<file path="src/rtl/tlk2711_pkg.sv">
// Shared encodings and word patterns for the TLK2711 link controller.
package tlk2711_pkg;

  typedef enum logic [2:0] {
    ST_OFF    = 3'd0,
    ST_PWRUP  = 3'd1,
    ST_LOCK   = 3'd2,
    ST_SYNC   = 3'd3,
    ST_LINKED = 3'd4,
    ST_LOSS   = 3'd5
  } state_e;

  localparam logic [1:0] MODE_NORMAL = 2'd0;
  localparam logic [1:0] MODE_LOOP   = 2'd1;
  localparam logic [1:0] MODE_PRBS   = 2'd2;

  localparam logic [15:0] IDLE_WORD = 16'hC5BC;
  localparam logic [15:0] ERR_WORD  = 16'hFFFF;

  // One width shared by every timer and run counter, sized by the largest limit.
  function automatic int cnt_width(input int a, input int b, input int c,
                                   input int d, input int e);
    int m;
    m = a;
    if (b > m) m = b;
    if (c > m) m = c;
    if (d > m) m = d;
    if (e > m) m = e;
    return $clog2(m) + 1;
  endfunction

endpackage

</file>
<file path="src/rtl/tlk2711_link_ctrl_rx_mon.sv">
// RX word classifier: consecutive IDLE / error run counters and saturating error total.
module tlk2711_rx_mon
  import tlk2711_pkg::*;
#(
  parameter int SYNC_CNT = 16,
  parameter int LOSS_CNT = 4,
  parameter int CNT_W    = 18
) (
  input  logic        clk,
  input  logic        rst_n,
  input  logic        i_clr,
  input  logic        i_sync_en,
  input  logic        i_link_en,
  input  logic        i_err_en,
  input  logic        i_err_clr,
  input  logic        i_rx_valid,
  input  logic [15:0] i_rxd,
  input  logic        i_rkmsb,
  input  logic        i_rklsb,
  output logic        o_sync_hit,
  output logic        o_loss_hit,
  output logic [15:0] o_err_cnt
);

  logic             w_is_idle;
  logic             w_is_err;
  logic [CNT_W-1:0] r_idle_run;
  logic [CNT_W-1:0] r_err_run;
  logic [15:0]      r_err_cnt;

  assign w_is_idle = i_rx_valid && (i_rxd == IDLE_WORD) && !i_rkmsb && i_rklsb;
  assign w_is_err  = i_rx_valid && (i_rxd == ERR_WORD) && i_rkmsb && i_rklsb;

  // Hits fire on the word that would bring the run up to its limit.
  assign o_sync_hit = i_sync_en && w_is_idle && (r_idle_run == CNT_W'(SYNC_CNT - 1));
  assign o_loss_hit = i_link_en && w_is_err && (r_err_run == CNT_W'(LOSS_CNT - 1));
  assign o_err_cnt  = r_err_cnt;

  always_ff @(posedge clk or negedge rst_n) begin
    if (!rst_n) begin
      r_idle_run <= '0;
      r_err_run  <= '0;
    end else if (i_clr) begin
      r_idle_run <= '0;
      r_err_run  <= '0;
    end else begin
      if (i_sync_en && i_rx_valid)
        r_idle_run <= w_is_idle ? r_idle_run + CNT_W'(1) : '0;
      if (i_link_en && i_rx_valid)
        r_err_run <= w_is_err ? r_err_run + CNT_W'(1) : '0;
    end
  end

  always_ff @(posedge clk or negedge rst_n) begin
    if (!rst_n)
      r_err_cnt <= '0;
    else if (i_err_clr)
      r_err_cnt <= '0;
    else if (i_err_en && w_is_err && (r_err_cnt != 16'hFFFF))
      r_err_cnt <= r_err_cnt + 16'd1;
  end

endmodule

</file>
<file path="src/rtl/tlk2711_link_ctrl.sv">
// TLK2711 channel bring-up / runtime controller: pin sequencing, TX mux, loss retry.
//   state  | meaning
//   OFF    | device disabled, pins low
//   PWRUP  | enabled, locking to reference clock
//   LOCK   | lckrefn high, sending IDLE while CDR locks to data
//   SYNC   | waiting for a run of RX IDLE words
//   LINKED | user TX words accepted, RX watched for errors
//   LOSS   | link dropped; re-lock to reference before retrying
module tlk2711_link_ctrl
  import tlk2711_pkg::*;
#(
  parameter int PWRUP_CYCLES   = 8000,
  parameter int LOCK_CYCLES    = 16000,
  parameter int SYNC_CNT       = 16,
  parameter int LOSS_CNT       = 4,
  parameter int TIMEOUT_CYCLES = 80000
) (
  input  logic        clk,
  input  logic        rst_n,
  input  logic        i_start,
  input  logic        i_stop,
  input  logic [1:0]  i_mode,
  input  logic [15:0] i_tx_data,
  input  logic [1:0]  i_tx_k,
  input  logic        i_tx_valid,
  output logic        o_tx_ready,
  input  logic        i_rx_valid,
  input  logic [15:0] i_2711_rxd,
  input  logic        i_2711_rkmsb,
  input  logic        i_2711_rklsb,
  output logic [15:0] o_2711_txd,
  output logic        o_2711_tkmsb,
  output logic        o_2711_tklsb,
  output logic        o_2711_enable,
  output logic        o_2711_lckrefn,
  output logic        o_2711_loopen,
  output logic        o_2711_prbsen,
  output logic        o_2711_testen,
  output logic [2:0]  o_state,
  output logic        o_linked,
  output logic        o_loss_irq,
  output logic [15:0] o_err_cnt
);

  localparam int CNT_W = cnt_width(PWRUP_CYCLES, LOCK_CYCLES, SYNC_CNT, LOSS_CNT, TIMEOUT_CYCLES);

  state_e           r_state, w_state_nxt;
  logic [1:0]       r_mode, w_mode_nxt;
  logic [CNT_W-1:0] r_cnt;
  logic             w_start_ok, w_xfer, w_clr, w_sync_hit, w_loss_hit;
  logic             w_enable, w_lckrefn, w_loopen, w_prbsen, w_linked, w_irq;
  logic [15:0]      w_txd;
  logic [1:0]       w_tk;
  logic [15:0]      r_txd;
  logic [1:0]       r_tk;
  logic             r_enable, r_lckrefn, r_loopen, r_prbsen, r_linked, r_irq;

  assign w_start_ok = (r_state == ST_OFF) && i_start && !i_stop;
  assign w_mode_nxt = !w_start_ok ? r_mode : ((i_mode == 2'd3) ? MODE_NORMAL : i_mode);
  assign w_clr      = (w_state_nxt != r_state);
  assign o_tx_ready = (r_state == ST_LINKED) && (r_mode != MODE_PRBS);
  assign w_xfer     = o_tx_ready && i_tx_valid;

  tlk2711_rx_mon #(
    .SYNC_CNT (SYNC_CNT),
    .LOSS_CNT (LOSS_CNT),
    .CNT_W    (CNT_W)
  ) u_rx_mon (
    .clk        (clk),
    .rst_n      (rst_n),
    .i_clr      (w_clr),
    .i_sync_en  (r_state == ST_SYNC),
    .i_link_en  (r_state == ST_LINKED),
    .i_err_en   ((r_state == ST_SYNC) || (r_state == ST_LINKED) || (r_state == ST_LOSS)),
    .i_err_clr  (w_start_ok),
    .i_rx_valid (i_rx_valid),
    .i_rxd      (i_2711_rxd),
    .i_rkmsb    (i_2711_rkmsb),
    .i_rklsb    (i_2711_rklsb),
    .o_sync_hit (w_sync_hit),
    .o_loss_hit (w_loss_hit),
    .o_err_cnt  (o_err_cnt)
  );

  always_ff @(posedge clk or negedge rst_n) begin
    if (!rst_n) begin
      r_state <= ST_OFF;
      r_mode  <= MODE_NORMAL;
      r_cnt   <= '0;
    end else begin
      r_state <= w_state_nxt;
      r_mode  <= w_mode_nxt;
      if (w_clr)
        r_cnt <= '0;
      else if ((r_state != ST_OFF) && (r_state != ST_LINKED))
        r_cnt <= r_cnt + CNT_W'(1);
    end
  end

  always_comb begin
    w_state_nxt = r_state;
    case (r_state)
      ST_OFF:    if (w_start_ok) w_state_nxt = ST_PWRUP;
      ST_PWRUP:  if (r_cnt == CNT_W'(PWRUP_CYCLES - 1)) w_state_nxt = ST_LOCK;
      ST_LOCK:   if (r_cnt == CNT_W'(LOCK_CYCLES - 1)) w_state_nxt = ST_SYNC;
      ST_SYNC: begin
        if ((r_mode == MODE_PRBS) || w_sync_hit)
          w_state_nxt = ST_LINKED;
        else if (r_cnt == CNT_W'(TIMEOUT_CYCLES - 1))
          w_state_nxt = ST_LOSS;
      end
      ST_LINKED: if (w_loss_hit) w_state_nxt = ST_LOSS;
      ST_LOSS:   if (r_cnt == CNT_W'(PWRUP_CYCLES - 1)) w_state_nxt = ST_LOCK;
      default:   w_state_nxt = ST_OFF;
    endcase
    // Stop beats everything, including a pending entry into LOSS.
    if (i_stop && (r_state != ST_OFF))
      w_state_nxt = ST_OFF;
  end

  // Pins are computed from the next state so they change together with o_state.
  always_comb begin
    w_enable  = (w_state_nxt != ST_OFF);
    w_lckrefn = (w_state_nxt == ST_LOCK) || (w_state_nxt == ST_SYNC) || (w_state_nxt == ST_LINKED);
    w_loopen  = (w_state_nxt != ST_OFF) && (w_mode_nxt == MODE_LOOP);
    w_prbsen  = (w_state_nxt != ST_OFF) && (w_mode_nxt == MODE_PRBS);
    w_linked  = (w_state_nxt == ST_LINKED);
    w_irq     = (w_state_nxt == ST_LOSS) && (r_state != ST_LOSS);
    w_txd     = IDLE_WORD;
    w_tk      = 2'b01;
    if (w_xfer) begin
      w_txd = i_tx_data;
      w_tk  = i_tx_k;
    end else if (w_state_nxt == ST_OFF) begin
      w_txd = '0;
      w_tk  = '0;
    end
  end

  always_ff @(posedge clk or negedge rst_n) begin
    if (!rst_n) begin
      r_txd     <= '0;
      r_tk      <= '0;
      r_enable  <= 1'b0;
      r_lckrefn <= 1'b0;
      r_loopen  <= 1'b0;
      r_prbsen  <= 1'b0;
      r_linked  <= 1'b0;
      r_irq     <= 1'b0;
    end else begin
      r_txd     <= w_txd;
      r_tk      <= w_tk;
      r_enable  <= w_enable;
      r_lckrefn <= w_lckrefn;
      r_loopen  <= w_loopen;
      r_prbsen  <= w_prbsen;
      r_linked  <= w_linked;
      r_irq     <= w_irq;
    end
  end

  assign o_2711_txd     = r_txd;
  assign o_2711_tkmsb   = r_tk[1];
  assign o_2711_tklsb   = r_tk[0];
  assign o_2711_enable  = r_enable;
  assign o_2711_lckrefn = r_lckrefn;
  assign o_2711_loopen  = r_loopen;
  assign o_2711_prbsen  = r_prbsen;
  assign o_2711_testen  = 1'b0;
  assign o_state        = r_state;
  assign o_linked       = r_linked;
  assign o_loss_irq     = r_irq;

endmodule

</file>
<file path="config.mk">
export PLATFORM = sky130hd
export DESIGN_NAME = tlk2711_link_ctrl
export DESIGN_NICKNAME = d
export VERILOG_FILES = /design/src/rtl/tlk2711_pkg.sv /design/src/rtl/tlk2711_link_ctrl_rx_mon.sv /design/src/rtl/tlk2711_link_ctrl.sv
export SDC_FILE = /design/constraint.sdc
export NUM_CORES = 1
export LEC_CHECK = 0
export CORE_ASPECT_RATIO = 1.75
export CORE_MARGIN = 2
export CORE_UTILIZATION = 56
export CTS_BUF_LIST = sky130_fd_sc_hd__clkbuf_8
export CTS_CLUSTER_SIZE = 28
export DETAILED_ROUTE_END_ITERATION = 7
export GPL_TIMING_DRIVEN = 0
export PLACE_DENSITY = 0.83
export SLEW_MARGIN = 20
export SYNTH_ARGS = -nofsm -noshare
export SYNTH_HDL_FRONTEND = slang
export SYNTH_SLANG_ARGS = --single-unit
export TNS_END_PERCENT = 30
</file>
<file path="constraint.sdc">
create_clock -name clk -period 3.05 [get_ports clk]
set_clock_uncertainty 0.1 [all_clocks]
set_input_delay 0.61 -clock clk [delete_from_list [all_inputs] [get_ports clk]]
set_output_delay 0.61 -clock clk [all_outputs]
set_load 0.05 [all_outputs]
</file>
**Word level (Yosys, flattened, before mapping)**

Index checks and enable logic that the tools add are counted.
W data, S select, Z words.

- Input port bits: 44
- Output and inout port bits: 45
- Logic and storage cells: 106
- Register bits: 99

- Add/subtract/negate cells: 4
- Muxes and demuxes: 24
- Reductions and logical operators: 39
- Equal/unequal tests: 25

Operator list:

| operator | number |
|---|---|
| $mux W18 | 8 |
| $mux W16 | 4 |
| $add A18 B1 Y18 const B | 3 |
| $eq A16 B16 Y1 const B | 2 |
| $logic_and A1 B1 Y1 | 23 |
| $mux W3 | 7 |
| $eq A18 B13 Y1 const B | 1 |
| $eq A18 B14 Y1 const B | 1 |
| $eq A18 B17 Y1 const B | 1 |
| $eq A18 B2 Y1 const B | 1 |
| $eq A18 B4 Y1 const B | 1 |
| $add A16 B1 Y16 const B | 1 |
| $ne A16 B16 Y1 const B | 1 |
| $pmux W3 S5 | 1 |
| $eq A3 B2 Y1 const B | 4 |
| $eq A3 B3 Y1 const B | 4 |
| $reduce_bool A2 Y1 | 4 |
| $eq A2 B2 Y1 const B | 3 |
| $logic_not A3 Y1 | 2 |
| $mux W2 | 3 |
| $ne A3 B3 Y1 const B | 2 |
| $reduce_bool A3 Y1 | 2 |
| $logic_or A1 B1 Y1 | 5 |
| $eq A3 B1 Y1 const B | 1 |
| 6 further kinds | 7 |

**Depth between registers and ports, before layout**

Gate-level depths: netlist (run 1).

- Depth in word-level cells: 13
- Gate-level depth with buffers: 9
- Depth with buffers taken out: 7

**Cells and area by module**

From an unflattened synthesis (run 1), not the netlist that was laid out.

- Cell total of the unflattened synthesis: 582
- Area total of the unflattened synthesis: 5449.0 um^2

Modules (own cells, without submodules):

| module | sequential area each (um^2) | cells each | area each (um^2) | instances |
|---|---|---|---|---|
| tlk2711_rx_mon | 1301.2 | 353 | 3141.8 | 1 |
| tlk2711_link_ctrl | 1176.1 | 229 | 2307.2 | 1 |

**Worst setup path after synthesis (run 1)**

Ideal clock, no wire load.

- Kind: register -> register
- Start: register r_state[1] (netlist: o_state[1])
- End: register r_cnt[11]
- Clock period less this slack: 2537 ps
- Stages on the path, launching flop included: 10
- Arrival: 2314 ps
- Data required time: 2827 ps
- Setup time: 123 ps
- Path buffers: 3
- Path slack: 513 ps
- Cell sequence: dfrtp_1 clkbuf_1 and3b_1 nand4_1 o41ai_4 o21ai_1 o2111ai_2 buf_4 buf_6 a21oi_2

- Word-level cells in the longest chain between the ends: 9
- Elaborated cells on any way between the ends: 29
- Classes of those cells: eq/ne: 7; mux: 9; reduce/logical: 13

Ends and longest elaborated chain:

| item | line | RTL |
|---|---|---|
| start, declared | tlk2711_link_ctrl.sv:47 | `state_e r_state, w_state_nxt;` |
| start signal, assigned | tlk2711_link_ctrl.sv:91 | `r_state <= w_state_nxt;` |
| $eq A3 B2 Y1 | tlk2711_link_ctrl.sv:72, tlk2711_link_ctrl.sv:102 |  |
| $logic_and A1 B1 Y1 (2 in a row) | tlk2711_link_ctrl_rx_mon.sv:35 | `assign o_sync_hit = i_sync_en && w_is_idle && (r_idle_run == CNT_W'(SYNC_CNT - 1));` |
| $logic_or A1 B1 Y1 | tlk2711_link_ctrl.sv:107 | `if ((r_mode == MODE_PRBS) \|\| w_sync_hit)` |
| $mux W3 | tlk2711_link_ctrl.sv:107 |  |
| $pmux W3 S5 | tlk2711_link_ctrl.sv:102 | `case (r_state)` |
| $mux W3 | tlk2711_link_ctrl.sv:117 | `if (i_stop && (r_state != ST_OFF))` |
| $ne A3 B3 Y1 | tlk2711_link_ctrl.sv:60 | `assign w_clr = (w_state_nxt != r_state);` |
| $mux W18 or $reduce_bool A2 Y1 (tied branches) | -- |  |
| end signal, assigned | tlk2711_link_ctrl.sv:96 | `r_cnt <= r_cnt + CNT_W'(1);` |
| end, declared | tlk2711_link_ctrl.sv:49 | `logic [CNT_W-1:0] r_cnt;` |

Several ways; a longest one is shown, not always the timed one.
A chain may end at the register's enable or synchronous reset.

**Final worst setup path (run 1)**

- Start: input port i_rx_valid
- End: register r_cnt[8]

- Word-level cells in the longest chain between the ends: 11
- Elaborated cells on any way between the ends: 18
- Classes of those cells: eq/ne: 1; mux: 5; reduce/logical: 12

Ends and longest elaborated chain:

| item | line | RTL |
|---|---|---|
| start, declared | tlk2711_link_ctrl.sv:27 | `input logic i_rx_valid,` |
| $logic_and A1 B1 Y1 (3 in a row) | tlk2711_link_ctrl_rx_mon.sv:31 | `assign w_is_idle = i_rx_valid && (i_rxd == IDLE_WORD) && !i_rkmsb && i_rklsb;` |
| $logic_and A1 B1 Y1 (2 in a row) | tlk2711_link_ctrl_rx_mon.sv:35 |  |
| $logic_or A1 B1 Y1 | tlk2711_link_ctrl.sv:107 |  |
| $mux W3 | tlk2711_link_ctrl.sv:107 |  |
| $pmux W3 S5 * | tlk2711_link_ctrl.sv:102 |  |
| $mux W3 * | tlk2711_link_ctrl.sv:117 |  |
| $ne A3 B3 Y1 * | tlk2711_link_ctrl.sv:60 |  |
| $mux W18 or $reduce_bool A2 Y1 (tied branches) | -- |  |

Mark *: on every way between the ends. The rest lies on a longest branch, timed or not.

==> flow_summary.toml, run 1 <==
[run_status]
outcome = "finished clean"

[worst_setup_path]
reg2reg_depth = 8
critical_path_class = "in2reg"
cp-end-kind = "register"
cp_slowest_stage_delay_ps = 610
worstPathArrival_ps = 3110
timing.rr.end = "u_rx_mon.r_err_run[11]"
r2r_slack_ps = 300
startpoint_type = "input pin"
worst_path_max_delay_cell = "clkdlybuf4s50_1"
path_cells = "clkdlybuf4s50_1, nand4_1, or3_4, o41ai_4, o21ai_1, o2111ai_2, buf_4, buf_6, a21oi_2"
timing.critical_path.buf_inv = 3
crit_fanout = 10
r2r-start = "o_state[1]"
critical-path-top-delay-family = "buffers and inverters"
worstPathRequired_ps = 3220

[placement]
hpwlAfterDp_mm = 10.0
dp.cells = 763
pre_cts_ws_ps = -261
port_buffers = 86
place_congestion = 0.920

[clock_tree]
clockRootBuffer = "clkbuf_8"
clockBufferDepth = 2
clkSinkCount = 99
htreeDepth = 3
cts_tree = "done"
cts_hold_buf = 0
worstSkewPairLatency_ps = 380
clk_pin_slew_worst_paths_ps = 90
cts_buffers = 9

[route]
via_per_inst = 5.90
drc = 0
first_pass_iters = 5
drt_wl_total_mm = 13.4
dr.first_iter.drc_count = 351
dr_total_vias = 4594
wl_per_cell_um = 17.2
ant_nets = 0

[yosys]
synth_ff_type = "dfrtp_1"
synth_seq_cells = 99
async_flop_share = 1.00
synth_cell_types = 67
yosysWarningCount = 0
synth.net_count = 599
synth_cells = 551
syn-cell-area_mm2 = 0.00553
ys_seq_area_frac = 0.448
synth-edff-count = 0
synth_area_per_cell_um2 = 10.0

[grt]
grt.total_usage = 0.257
antenna_found_initial = 0
grt_pass1_wl_mm = 21.6
grt_pass1_vias = 4649
overflow = 0
grt_max_degree = 52

[die]
rows = 48
io_pins = 89
die_x_um = 79.1
die_area_mm2 = 0.0107
start_util = 0.568
fp.dieH_um = 135
core_mm2 = 0.00973

[layout]
final_cell_mix = "99 x dfrtp_1, 84 x clkdlybuf4s50_1, 48 x nor2_1"
nets = 697
drive_above_1_share = 0.145
diodes = 0
fillers = 761
final_cells = 779
area_delta_synth_final_pct = 22.1
final_common_cell = "dfrtp_1"
post-route-util = 0.694

[timing]
fin_setup_tns_ps = 0
finalHoldViolCount = 0
period_share = 0.965
setup_viol = 0
final_max_slew_viol_count = 0
max_slew_margin = 0.402
fmax_mhz = 340
fin_ws_ps = 106
hold_slack_ps = 59.0
rsz0062_at_grt = "false"
tightest_slew_ps = 889
finalCriticalPeriod_ps = 2940

[power_and_ir_drop]
vdd_drop_max_mv = 0.572
p_per_area_mw_per_mm2 = 574
power_leakage_uw = 0.00273

[worst_hold_path]
hp-class = "in2async"

[flow_run]
cap_violations = 0
[cells in the mapped netlist, types with 5 or more instances]
library cell   n  share of area
nand4_1       20          0.023
inv_1         11         0.0075
and2_1        13          0.015
nor4b_1        6         0.0095
nand3_1       27          0.024
a21o_1        11          0.015
xnor2_1       42          0.067
xor2_1        19          0.030
nor2_1        48          0.033
a211oi_2      10          0.023
buf_6          7          0.014
a211oi_1       5         0.0068
o21ai_0       11          0.010
and3_1        11          0.012
nor3_1        12          0.011
nand2_1       43          0.029
a21oi_2       20          0.032
clkbuf_1      10         0.0068
a21oi_1       25          0.023
dfrtp_1       99           0.45
nor4_1        18          0.020
[registers in the layout, summed over array words and instances (netlist names), 2 cells and up]
name / flops
o_state: 3
r_cnt: 18
u_rx_mon.o_err_cnt: 16
o_2711_txd: 16
r_mode: 2
u_rx_mon.r_err_run: 18
u_rx_mon.r_idle_run: 18
r_tk: 2
[where the power goes]
group / switching [µW] / total (µW) / internal [µW]
registers: 47.9 / 1470 / 1420
clock network: 476 / 780 / 304
logic: 1070 / 1620 / 556
[what timing repair did]
item / CTS / global route
gates resized for setup: 1 / 0
buffers inserted: 0 / 0
endpoints found under the hold margin: 0 / 0
endpoints found under the setup margin: 1 / 0
[stage by stage]
stage | instance area [µm²] | power, µW
floorplan | 5530 | 2620
global placement | 6550 | 3080
detailed placement | 6580 | 3100
CTS | 6750 | 3890
global route | 6750 | 4040
finish | 6750 | 3870
[area by class of cell]
cell class | instances | area, µm² | share of cell area
Multi-Input combinational cell | 412 | 2780 | 0.411
Sequential cell | 99 | 2480 | 0.367
Timing Repair Buffer | 87 | 888 | 0.132
Buffer | 29 | 236 | 0.0350
Tap cell | 125 | 156 | 0.0232
Clock buffer | 9 | 124 | 0.0184
Clock inverter | 7 | 51.3 | 0.00760
Inverter | 11 | 41.3 | 0.00612
[worst reg2reg max path, stage by stage (launching register included)]
cell and delay [ps]:
dfrtp_1 390, clkbuf_1 240, nand4bb_1 280, clkbuf_1 230, nor4_1 800, and3_1 280
o21ai_0 80, a22oi_1 190, a21oi_1 60
[cells by family after synthesis]
family	synth area share
simple gates	0.248
compound gates	0.145
flops	0.448
xor+xnor	0.0966
buf+inv	0.0502
fa+ha+maj	0.00905
other cells	0.000678
mux	0.00181
[per-layer routing]
| layer | wire length (µm) | track usage | vias to the layer above |
|---|---|---|---|
| met2 | 7140 | 0.470 | 171 |
| li1 | - | - | 2163 |
| met3 | 778 | 0.0633 | 33 |
| met1 | 5040 | 0.278 | 2227 |
| met5 | 0 | 0 | - |
| met4 | 418 | 0.107 | 0 |
[worst max path at each step]
stage / end / slack (ps) / startpoint / cells past startpoint
floorplan: r_cnt[11] / 510 / o_state[1] / 9
global placement: u_rx_mon.o_err_cnt[2] / -2310 / rst_n / 1
detailed placement: r_cnt[8] / -260 / i_rx_valid / 9
CTS: o_tx_ready / 100 / o_state[1] / 4
global route: u_rx_mon.o_err_cnt[15] / 8 / i_rx_valid / 8
finish: r_cnt[8] / 110 / i_rx_valid / 9
Note: power is estimated with default switching activity, not from simulation.
==> run 2: changes to the inputs <==
--- a/config.mk
+++ b/config.mk
@@ -13,6 +13,7 @@
 export DETAILED_ROUTE_END_ITERATION = 7
 export GPL_TIMING_DRIVEN = 0
 export PLACE_DENSITY = 0.83
+export SKIP_CTS_REPAIR_TIMING = 1
 export SLEW_MARGIN = 20
 export SYNTH_ARGS = -nofsm -noshare
 export SYNTH_HDL_FRONTEND = slang
==> run 2 against run 1 <==
  * Power about the same
  * Worst hold slack about the same
  * Flip-flop and latch count unchanged
  * Fmax about the same
  * Utilization about the same
==> flow_summary.toml, run 2 (synthesized netlist as in run 1, its figures left out) <==
[grt]
overflow = 0
antenna_found_initial = 0
grt_pass1_vias = 4649
grt_pass1_wl_mm = 21.6
grt_max_degree = 52
grt.total_usage = 0.257

[timing]
tightest_slew_ps = 892
max_slew_margin = 0.400
finalCriticalPeriod_ps = 2940
rsz0062_at_grt = "false"
fin_ws_ps = 109
final_max_slew_viol_count = 0
fmax_mhz = 340
period_share = 0.964
finalHoldViolCount = 0
setup_viol = 0
fin_setup_tns_ps = 0

[layout]
regArea_mm2 = 0.00248
final_cell_mix = "99 x dfrtp_1, 84 x clkdlybuf4s50_1, 48 x nor2_1"
diodes = 0
fillers = 760
multi_input_area_mm2 = 0.00278
area_delta_synth_final_pct = 22.1
drive_above_1_share = 0.145
top_regs = "r_cnt x18, u_rx_mon.r_err_run x18, u_rx_mon.r_idle_run x18"
nets = 697
final_common_cell = "dfrtp_1"

[clock_tree]
htreeDepth = 3
cts_tree = "done"
clkSinkCount = 99
worstSkewPairLatency_ps = 380
clockRootBuffer = "clkbuf_8"
cts_buffers = 9
clockBufferDepth = 2
clk_pin_slew_worst_paths_ps = 90

[route]
drc = 0
drt_wl_total_mm = 13.4
via_per_inst = 5.91
ant_nets = 0
dr.first_iter.drc_count = 351
dr_total_vias = 4600
first_pass_iters = 5
wl_per_cell_um = 17.2

[placement]
pre_cts_ws_ps = -261
hpwlAfterDp_mm = 10.0
port_buffers = 86
place_congestion = 0.920

[worst_setup_path]
worstPathRequired_ps = 3220
worstPathArrival_ps = 3110
critical_path_class = "in2reg"
startpoint_type = "input pin"
crit_fanout = 10
cp-end-kind = "register"

[power_and_ir_drop]
vdd_drop_max_mv = 0.572
power.internal_uw = 2280
power_leakage_uw = 0.00274
pwr-share-seq = 0.380
clock_power_share = 0.201
p_sw_frac = 0.411
comb_power_share = 0.419
p_per_area_mw_per_mm2 = 573
power.switching_uw = 1590

[die]
io_pins = 89
core_mm2 = 0.00973
rows = 48
die_area_mm2 = 0.0107
die_x_um = 79.1
fp.dieH_um = 135
start_util = 0.568

[run_status]
outcome = "finished clean"

[flow_run]
cap_violations = 0

[worst_hold_path]
hp-class = "in2async"
-- run 2: changes by cell type in the layout (fill, tap and decap cells not counted), sizes merged --
cell          change
dlymetal6s2s      +1
dlygate4sd2       -1
-- run 2: path summary, 6_finish.rpt --
| path | startpoint | endpoint | slack, ps | cells after the start |
|---|---|---|---|---|
| hold / removal | rst_n | u_rx_mon.r_idle_run[12] | 60 | 1 |
| setup / recovery | i_rx_valid | r_cnt[8] | 110 | 9 |
| max in group asynchronous | rst_n | r_mode[1] | 2190 | 2 |
| setup reg to reg | o_state[1] | u_rx_mon.r_err_run[11] | 300 | 8 |
| hold reg to reg | r_mode[0] | r_mode[0] | 410 | 2 |
| min in group clk | i_stop | o_state[1] | 340 | 2 |
-- run 2: worst max-delay path, cell delays in order --
cell and delay [ps]:
clkdlybuf4s50_1 610, nand4_1 150, or3_4 400, o41ai_4 480, o21ai_1 130, o2111ai_2 220, buf_4 240, buf_6 190
a21oi_2 70
-- run 2: stage by stage --
step / cell area, µm² / cells / util / hold slack, ps / power (µW)
after floorplan: 5530 / 551 / - / 214 / 2620
after global placement: 6550 / 762 / 0.673 / 367 / 3080
after detailed placement: 6580 / 763 / 0.676 / 390 / 3100
after CTS: 6750 / 779 / 0.694 / 65.2 / 3890
after global routing: 6750 / 779 / 0.694 / 86.9 / 4040
final: 6750 / 779 / 0.694 / 59.3 / 3870
-- run 2: power groups by stage --
stage | clock network (µW) | registers [µW] | logic [µW]
finish | 779 | 1470 | 1620
CTS | 800 | 1470 | 1620
detailed placement | 0 | 1500 | 1610
global route | 855 | 1480 | 1710
floorplan | 0 | 1820 | 807
global placement | 0 | 1490 | 1580
-- run 2: cell type report --
| cell class | count | area share |
|---|---|---|
| Timing Repair Buffer | 87 | 0.132 |
| Clock buffer | 9 | 0.0183 |
| Multi-Input combinational cell | 412 | 0.411 |
| Inverter | 11 | 0.00611 |
| Clock inverter | 7 | 0.00760 |
| Tap cell | 125 | 0.0232 |
| Sequential cell | 99 | 0.367 |
| Buffer | 29 | 0.0350 |
-- run 2: metal layers --
layer  part of all wire  global-route usage
met3              0.059              0.0633
met1               0.38               0.278
met5                  0                   0
met4              0.032               0.107
met2               0.53               0.470
